==> config.mk <==
export PLATFORM = sky130hd
export DESIGN_NAME = dc2_expun_ctrl
export DESIGN_NICKNAME = d
export VERILOG_FILES = /design/src/rtl/dc2_expun_ctrl.sv
export SDC_FILE = /design/constraint.sdc
export NUM_CORES = 1
export LEC_CHECK = 0
export BUFFER_PORTS_ARGS = -buffer_cell sky130_fd_sc_hd__buf_4
export CORE_ASPECT_RATIO = 1.1
export CORE_UTILIZATION = 50
export CTS_CLUSTER_SIZE = 25
export DETAILED_ROUTE_END_ITERATION = 6
export PLACE_DENSITY = 0.81
export SYNTH_ARGS = -nofsm -noshare
export SYNTH_HDL_FRONTEND = slang
export SYNTH_SLANG_ARGS = --single-unit
==> constraint.sdc <==
create_clock -name clk -period 4.62 [get_ports clk]
set_clock_uncertainty 0.05 [all_clocks]
set_input_delay 0.231 -clock clk [delete_from_list [all_inputs] [get_ports clk]]
set_output_delay 0.231 -clock clk [all_outputs]
set_load 0.02 [all_outputs]
==> src/rtl/dc2_expun_ctrl.sv <==
// L2 tag-array init sweep plus victim expunge queue toward writeback.
// Build option DC2_CLEAN_EXPUN_EN also queues clean victims.
module dc2_expun_ctrl #(
  parameter int FIFO_DEPTH = 4,
  parameter int ADDR_W     = 36
) (
  input  logic              clk,
  input  logic              rst,
  output logic              init,
  output logic [7:0]        initCount,
  output logic              init_done,
  input  logic              flush_req,
  input  logic              exp_en,
  input  logic              exp_hitE,
  input  logic              exp_hitO,
  input  logic              exp_dirE,
  input  logic              exp_dirO,
  input  logic [ADDR_W-1:0] exp_addrE,
  input  logic [ADDR_W-1:0] exp_addrO,
  output logic              exp_stall,
  output logic              wb_valid,
  input  logic              wb_ready,
  output logic [ADDR_W-1:0] wb_addr,
  output logic              wb_odd,
  output logic              wb_dirty
);

  localparam int PW = (FIFO_DEPTH > 1) ? $clog2(FIFO_DEPTH) : 1;
  localparam int CW = PW + 1;
  localparam logic [CW-1:0] STALL_LVL = CW'(FIFO_DEPTH - 2);

`ifdef DC2_CLEAN_EXPUN_EN
  localparam logic CLEAN = 1'b1;
`else
  localparam logic CLEAN = 1'b0;
`endif

  typedef enum logic [1:0] {
    S_INIT,
    S_IDLE,
    S_DRAIN
  } state_t;

  state_t state, state_nx;

  logic [7:0]        cnt_q;
  logic [ADDR_W-1:0] addr_q  [FIFO_DEPTH];
  logic              odd_q   [FIFO_DEPTH];
  logic              dirty_q [FIFO_DEPTH];
  logic [PW-1:0]     wr_ptr, wr_ptr_o, rd_ptr;
  logic [CW-1:0]     count, count_nx;
  logic              take, push_e, push_o, pop;

  assign init      = (state == S_INIT);
  assign init_done = (state != S_INIT);
  assign initCount = cnt_q;

  // Stall looks only at registered state so it never depends on wb_ready.
  assign exp_stall = (state != S_IDLE) || (count > STALL_LVL);

  assign take   = (state == S_IDLE) && exp_en && !exp_stall;
  assign push_e = take && exp_hitE && (exp_dirE || CLEAN);
  assign push_o = take && exp_hitO && (exp_dirO || CLEAN);

  assign wb_valid = (count != '0);
  assign pop      = wb_valid && wb_ready;

  assign count_nx = count + CW'(push_e) + CW'(push_o) - CW'(pop);
  assign wr_ptr_o = wr_ptr + PW'(push_e);

  always_comb begin
    state_nx = state;
    unique case (state)
      S_INIT:  if (cnt_q == 8'hFF) state_nx = S_IDLE;
      S_IDLE:  if (flush_req)
                 state_nx = (count == '0) ? S_INIT : S_DRAIN;
      S_DRAIN: if (count_nx == '0) state_nx = S_INIT;
      default: state_nx = S_INIT;
    endcase
  end

  always_ff @(posedge clk) begin
    if (rst) begin
      state  <= S_INIT;
      cnt_q  <= '0;
      wr_ptr <= '0;
      rd_ptr <= '0;
      count  <= '0;
    end else begin
      state <= state_nx;
      if (state == S_INIT) cnt_q <= cnt_q + 8'd1;
      else                 cnt_q <= '0;
      wr_ptr <= wr_ptr + PW'(push_e) + PW'(push_o);
      if (pop) rd_ptr <= rd_ptr + PW'(1);
      count <= count_nx;
    end
  end

  // Even entry lands first so it reaches the head before the odd one.
  always_ff @(posedge clk) begin
    if (push_e) begin
      addr_q[wr_ptr]  <= exp_addrE;
      odd_q[wr_ptr]   <= 1'b0;
      dirty_q[wr_ptr] <= exp_dirE;
    end
    if (push_o) begin
      addr_q[wr_ptr_o]  <= exp_addrO;
      odd_q[wr_ptr_o]   <= 1'b1;
      dirty_q[wr_ptr_o] <= exp_dirO;
    end
  end

  assign wb_addr  = wb_valid ? addr_q[rd_ptr]  : '0;
  assign wb_odd   = wb_valid ? odd_q[rd_ptr]   : 1'b0;
  assign wb_dirty = wb_valid ? dirty_q[rd_ptr] : 1'b0;

  a_no_en_when_stalled: assert property (
    @(posedge clk) disable iff (rst) !(exp_en && exp_stall)
  );

endmodule

# ---- Word level (Yosys, flattened, before mapping)
# Memory sizes are Yosys's and may differ from the RTL's. A register that Yosys moved wholly into a read port is not among the register bits.
# Cells that the tools add are included.
dict set report word_totals {
  register_bits 17
  ramBits 152
  output_inout_bits 50
  mem_count 3
}
# memory words word_bits rd rd_ports_with_merged_regs write_ports line
set memory_table {}
lappend memory_table {addr_q 4 36 1 1 2 47} ;# logic [ADDR_W-1:0] addr_q [FIFO_DEPTH];
lappend memory_table {dirty_q 4 1 1 1 2 49} ;# logic dirty_q [FIFO_DEPTH];
lappend memory_table {odd_q 4 1 1 1 2 48} ;# logic odd_q [FIFO_DEPTH];
dict set report op_classes {
  add_sub_neg 7
  magnitude_cmp 1
  n_eq_ne 7
  n_mux 18
  bitwise 1
  n_reduce_logical 16
}
# operator n
set ops {}
lappend ops {{$mux 36} 1}
lappend ops {{$mux 2} 10}
lappend ops {{$add 8x1->8 const B} 1}
lappend ops {{$eq 8x8->1 const B} 1}
lappend ops {{$logic_and 1x1->1} 7}
lappend ops {{$add 3x1->3} 2}
lappend ops {{$logic_not 3->1} 2}
lappend ops {{$mux 1} 6}
lappend ops {{$pmux 2 s3} 1}
lappend ops {{$add 2x1->2} 2}
lappend ops {{$ne 2x1->1 const B} 2}
lappend ops {{$ne 2x2->1 const B} 2}
lappend ops {{$gt 3x2->1 const B} 1}
lappend ops {{$reduce_and 3->1} 1}
lappend ops {{$reduce_bool 3->1} 1}
lappend ops {{$sub 3x1->3} 1}
lappend ops {{$add 2x1->2 const B} 1}
lappend ops {{$eq 2x1->1 const B} 1}
lappend ops {{$eq 2x2->1 const B} 1}
lappend ops {{$logic_not 2->1} 1}
lappend ops {{$reduce_bool 2->1} 1}
lappend ops {{$reduce_or 2->1} 1}
lappend ops {{$logic_not 1->1} 1}
lappend ops {{$logic_or 1x1->1} 1}
lappend ops {{$not 1->1} 1}

# ---- Longest topological paths before layout
dict set report logic_depth {
  word_depth 12
  ltp_mapped 13
  ltp_nobuf 12
}

# ---- Worst setup path after synthesis
# No wires, ideal clock.
dict set report synth_path {
  kind {reg-to-reg}
  start {register count[1]}
  end {memory addr_q[1][0] (enable)}
  setup_ps 444
  arrival_ps 3810
  setup_slack_ps 316
  stages_incl_launch_ff 12
  synth_period_minus_slack_ps 4304
  cell_sequence {dfxtp_1 > inv_1 > ha_1 > o21ai_0 > clkbuf_1 > nand2b_1 > inv_1 > ha_1 > xor2_2 > nor2_1 > nand2_1 > a21oi_1}
}
# item line
set synth_rtl {}
lappend synth_rtl {{start: declaration} 51} ;# logic [CW-1:0] count, count_nx;
lappend synth_rtl {{start signal: assignment} 95} ;# count <= count_nx;
lappend synth_rtl {{end: declaration} 47}

==> key figures <==
Run status
  – Outcome: complete, no violations

Pwr
  – Reg power frac: 38.5%
  – Peak supply drop: 0.3666 mV
  – Combinational share of power: 28.6%
  – Clk pwr share: 32.9%
  – Psw: ~0.0013 W
  – Cell Int Power: 0.003310 W
  – Leakage power figure: 3.662 nW
  – Switching Share: 28.71%
  – Pwr dens: 448.0 nW/µm²

Drt
  – DRT Pass-1 Iters: 4
  – Via count: 5057
  – Routed WL: 18510 µm
  – Drc violations: 0
  – DRT iter0 DRCs: 310
  – ANT nets after route: 0
  – Drt wl/cell: 21.01 µm
  – Vias per inst: roughly 5.7

Synthesis
  – Distinct cell type count after synthesis: 37
  – Commonest cells in the netlist: edfxtp_1, mux2_2, and2_1, mux4_2, dfxtp_1
  – Mean Syn Cell Area: 16.05 µm²
  – Mapped Cells: 528
  – Synth area leaders: edfxtp_1, mux2_2, mux4_2, dfxtp_1, and2_1
  – Area share of the largest cell type after synthesis: 52.46%
  – Post-Synth Adder-Cell Area: 1.211%
  – Simple-Gate Fraction of Synth Area: under 10%
  – Netlist Area Pre-Place: 8472 µm²
  – Most used flip-flop cell after synthesis: edfxtp_1
  – Ys async rst share: 0%
  – Cell with the most instances after synthesis: edfxtp_1
  – Largest family of logic cells by synthesized area: multiplexers
  – Register area share after synthesis: 57.89%
  – Syn Nets: 616
  – Complex-gate fraction of the synthesized area: 0.7975%
  – Multiplexer area fraction after synthesis: between 20% and 30%
  – EDFF count, synth: 148
  – Leading area contributor after synthesis: edfxtp_1
  – Xor and xnor area share after synthesis: 1.329%
  – Flops & latches, synth: 171
  – Number of synthesis warnings: 0

Clock tree
  – TritonCTS buffer count: 17
  – Clk buf depth: 2
  – Clk root buf: clkbuf_16
  – Clock Latency Late Sink: about 420 ps
  – Num Clock Sinks: 171
  – CTS H-tree depth: 4
  – TritonCTS clock tree: yes
  – CTS clock-pin slew for the worst setup and hold paths: 60 ps
  – # Post-CTS Setup Buffers: 0

GRT
  – First-pass GRT wire length: 29020 µm
  – Antenna violations before repair: 0
  – Largest net degree at the start of global routing: 42
  – Total GRT Usage: 22.11%
  – Vias in the first global route: 5375
  – GRT overflow: 0

Critical path
  – CP Cell Sequence: inv_1 -> ha_1 -> o21ai_1 -> buf_4 -> nand2b_1 -> inv_1 -> ha_1 -> xor2_2 -> nor2_1 -> nand2_1 -> a21oi_4 -> buf_4
  – Critical path type: flip-flop to flip-flop
  – Peak fanout along the critical path: 23
  – CP required: 4690 ps
  – Slowest stage delay, CP: 770 ps
  – CP arrival: 3410 ps
  – CP endpoint kind: flip-flop
  – CP startpoint kind: flip-flop
  – Slowest cell on crit path: a21oi_4

Timing
  – Final setup margin: 1289 ps
  – Period utilization: 72.10%
  – Slew Viols, Final: 0
  – Relative slew slack: 23.91%
  – RSZ-0062 raised after global routing: no
  – Setup TNS Final: 0 ps
  – F_max: ~300 MHz
  – Final setup vio count: 0
  – Post-layout min period: 3331 ps
  – Final hold vios: 0
  – Measured slew at the worst slew-check pin: 1141 ps

Floorplanning
  – Die Y-Extent: 138.5 µm
  – Die X: roughly 130 µm
  – Die Footprint: 17470 µm²
  – I/O pin total: roughly 130
  – Core Region: 16430 µm²
  – Number of core rows: 49
  – Starting Density: 51.56%

Layout
  – Number of fill cells: 1180
  – Final Net Count: 753
  – Ant diodes: 0
  – Final core occ: 63.07%
  – Fraction of layout cells with a size suffix above 1: 52.29%
  – Area growth syn-to-layout: 22.33%
  – Final Non-Filler Cells: 881

Placement
  – Final GP Congestion: 0.8681
  – Post-DP HPWL: 11990 µm
  – Pre-CTS setup slack: 1275 ps
  – Placed cells: 849
  – Port bufs: 130

Run
  – Max-cap violation count: 0

Min path
  – Hold Crit Class: input port to flip-flop
==> state kept, by name (all words and copies together), names as in the netlist, named ones only <==
register,count
addr_q,144
odd_q,4
rd_ptr,2
wr_ptr,2
initCount,8
count,3
dirty_q,4
state,2
==> metal layers <==
metal | GRT usage [%] | part of all wire [%]
met3 | 4.605 | 4.2
met5 | 0 | 0
met1 | 28.57 | 44
met2 | 37.22 | 51
met4 | 7.356 | 1.4
==> cell usage in the layout, fill, tap and decap left out, types with 3 or more instances in the layout <==
| cell | n |
|---|---|
| a21oi_4 | 4 |
| and2_1 | 39 |
| and3_1 | 4 |
| buf_4 | 148 |
| bufinv_16 | 5 |
| clkbuf_1 | 3 |
| clkbuf_16 | 17 |
| clkinvlp_4 | 3 |
| dfxtp_1 | 21 |
| edfxtp_1 | 148 |
| ha_1 | 5 |
| inv_1 | 10 |
| mux2_1 | 20 |
| mux2_2 | 124 |
| mux4_2 | 38 |
| nand2_1 | 5 |
| nand2b_1 | 6 |
| nand3_1 | 8 |
| nand3b_1 | 3 |
| nor2_1 | 22 |
| o21ai_0 | 4 |
| or2_2 | 5 |
| xnor2_1 | 6 |
| xor2_1 | 5 |
==> critical path, delay by kind of cell (launching register included) <==
kind / cells / cell delay (ps)
AO/OA/AOI/OAI: 2 / 900
buffers and inverters: 4 / 690
adder cells (fa/ha/maj): 2 / 450
AND/OR/NAND/NOR: 3 / 370
flip-flops: 1 / 350
XOR/XNOR: 1 / 230
==> worst paths after layout <==
kind	start	end	slack [ps]	depth (start not counted)
setup / recovery	count[1]	addr_q[1][7]	1290	12
hold reg to reg	initCount[0]	initCount[0]	420	1
hold / removal	flush_req	state[0]	50	3
setup reg to reg	count[1]	addr_q[1][7]	1290	12
==> what timing repair did <==
action	in CTS	in global routing
hold buffers	1	0
resized for setup	0	0
endpoints found under the hold margin	5	0
==> power by group through the flow <==
stage | sequential (W) | clock [W] | combinational, W
global route | 0.00180 | 0.00161 | 0.00142
finish | 0.00179 | 0.00153 | 0.00133
global placement | 0.00183 | 0 | 0.00132
detailed placement | 0.00183 | 0 | 0.00133
floorplan | 0.00175 | 0 | 0.000869
CTS | 0.00179 | 0.00154 | 0.00134
==> kinds of logic after synthesis <==
kind of cell | Yosys count
AO/OA/AOI/OAI | 12
XOR/XNOR | 12
adder cells (fa/ha/maj) | 7
buffers and inverters | 41
flip-flops | 171
multiplexers | 182
AND/OR/NAND/NOR | 103
==> per-stage QoR <==
step | hold WS [ps] | area [µm²] | power (W)
floorplan | 349.1 | 8472 | 0.002617
CTS | 31.09 | 10360 | 0.004680
finish | 48.40 | 10360 | 0.004643
global route | 52.28 | 10360 | 0.004827
global placement | 392.0 | 9723 | 0.003145
detailed placement | 406.9 | 9723 | 0.003160
==> layout make-up <==
cell class,count,area (µm²),share of cell area [%]
Tap cell,204,255.2,2.463
Timing Repair Buffer,149,1121,10.82
Multi-Input combinational cell,316,3412,32.92
Clock inverter,11,193.9,1.871
Clock buffer,20,436.7,4.213
Sequential cell,171,4907,47.35
Inverter,10,37.54,0.3622
(Power assumes the default switching activity.)
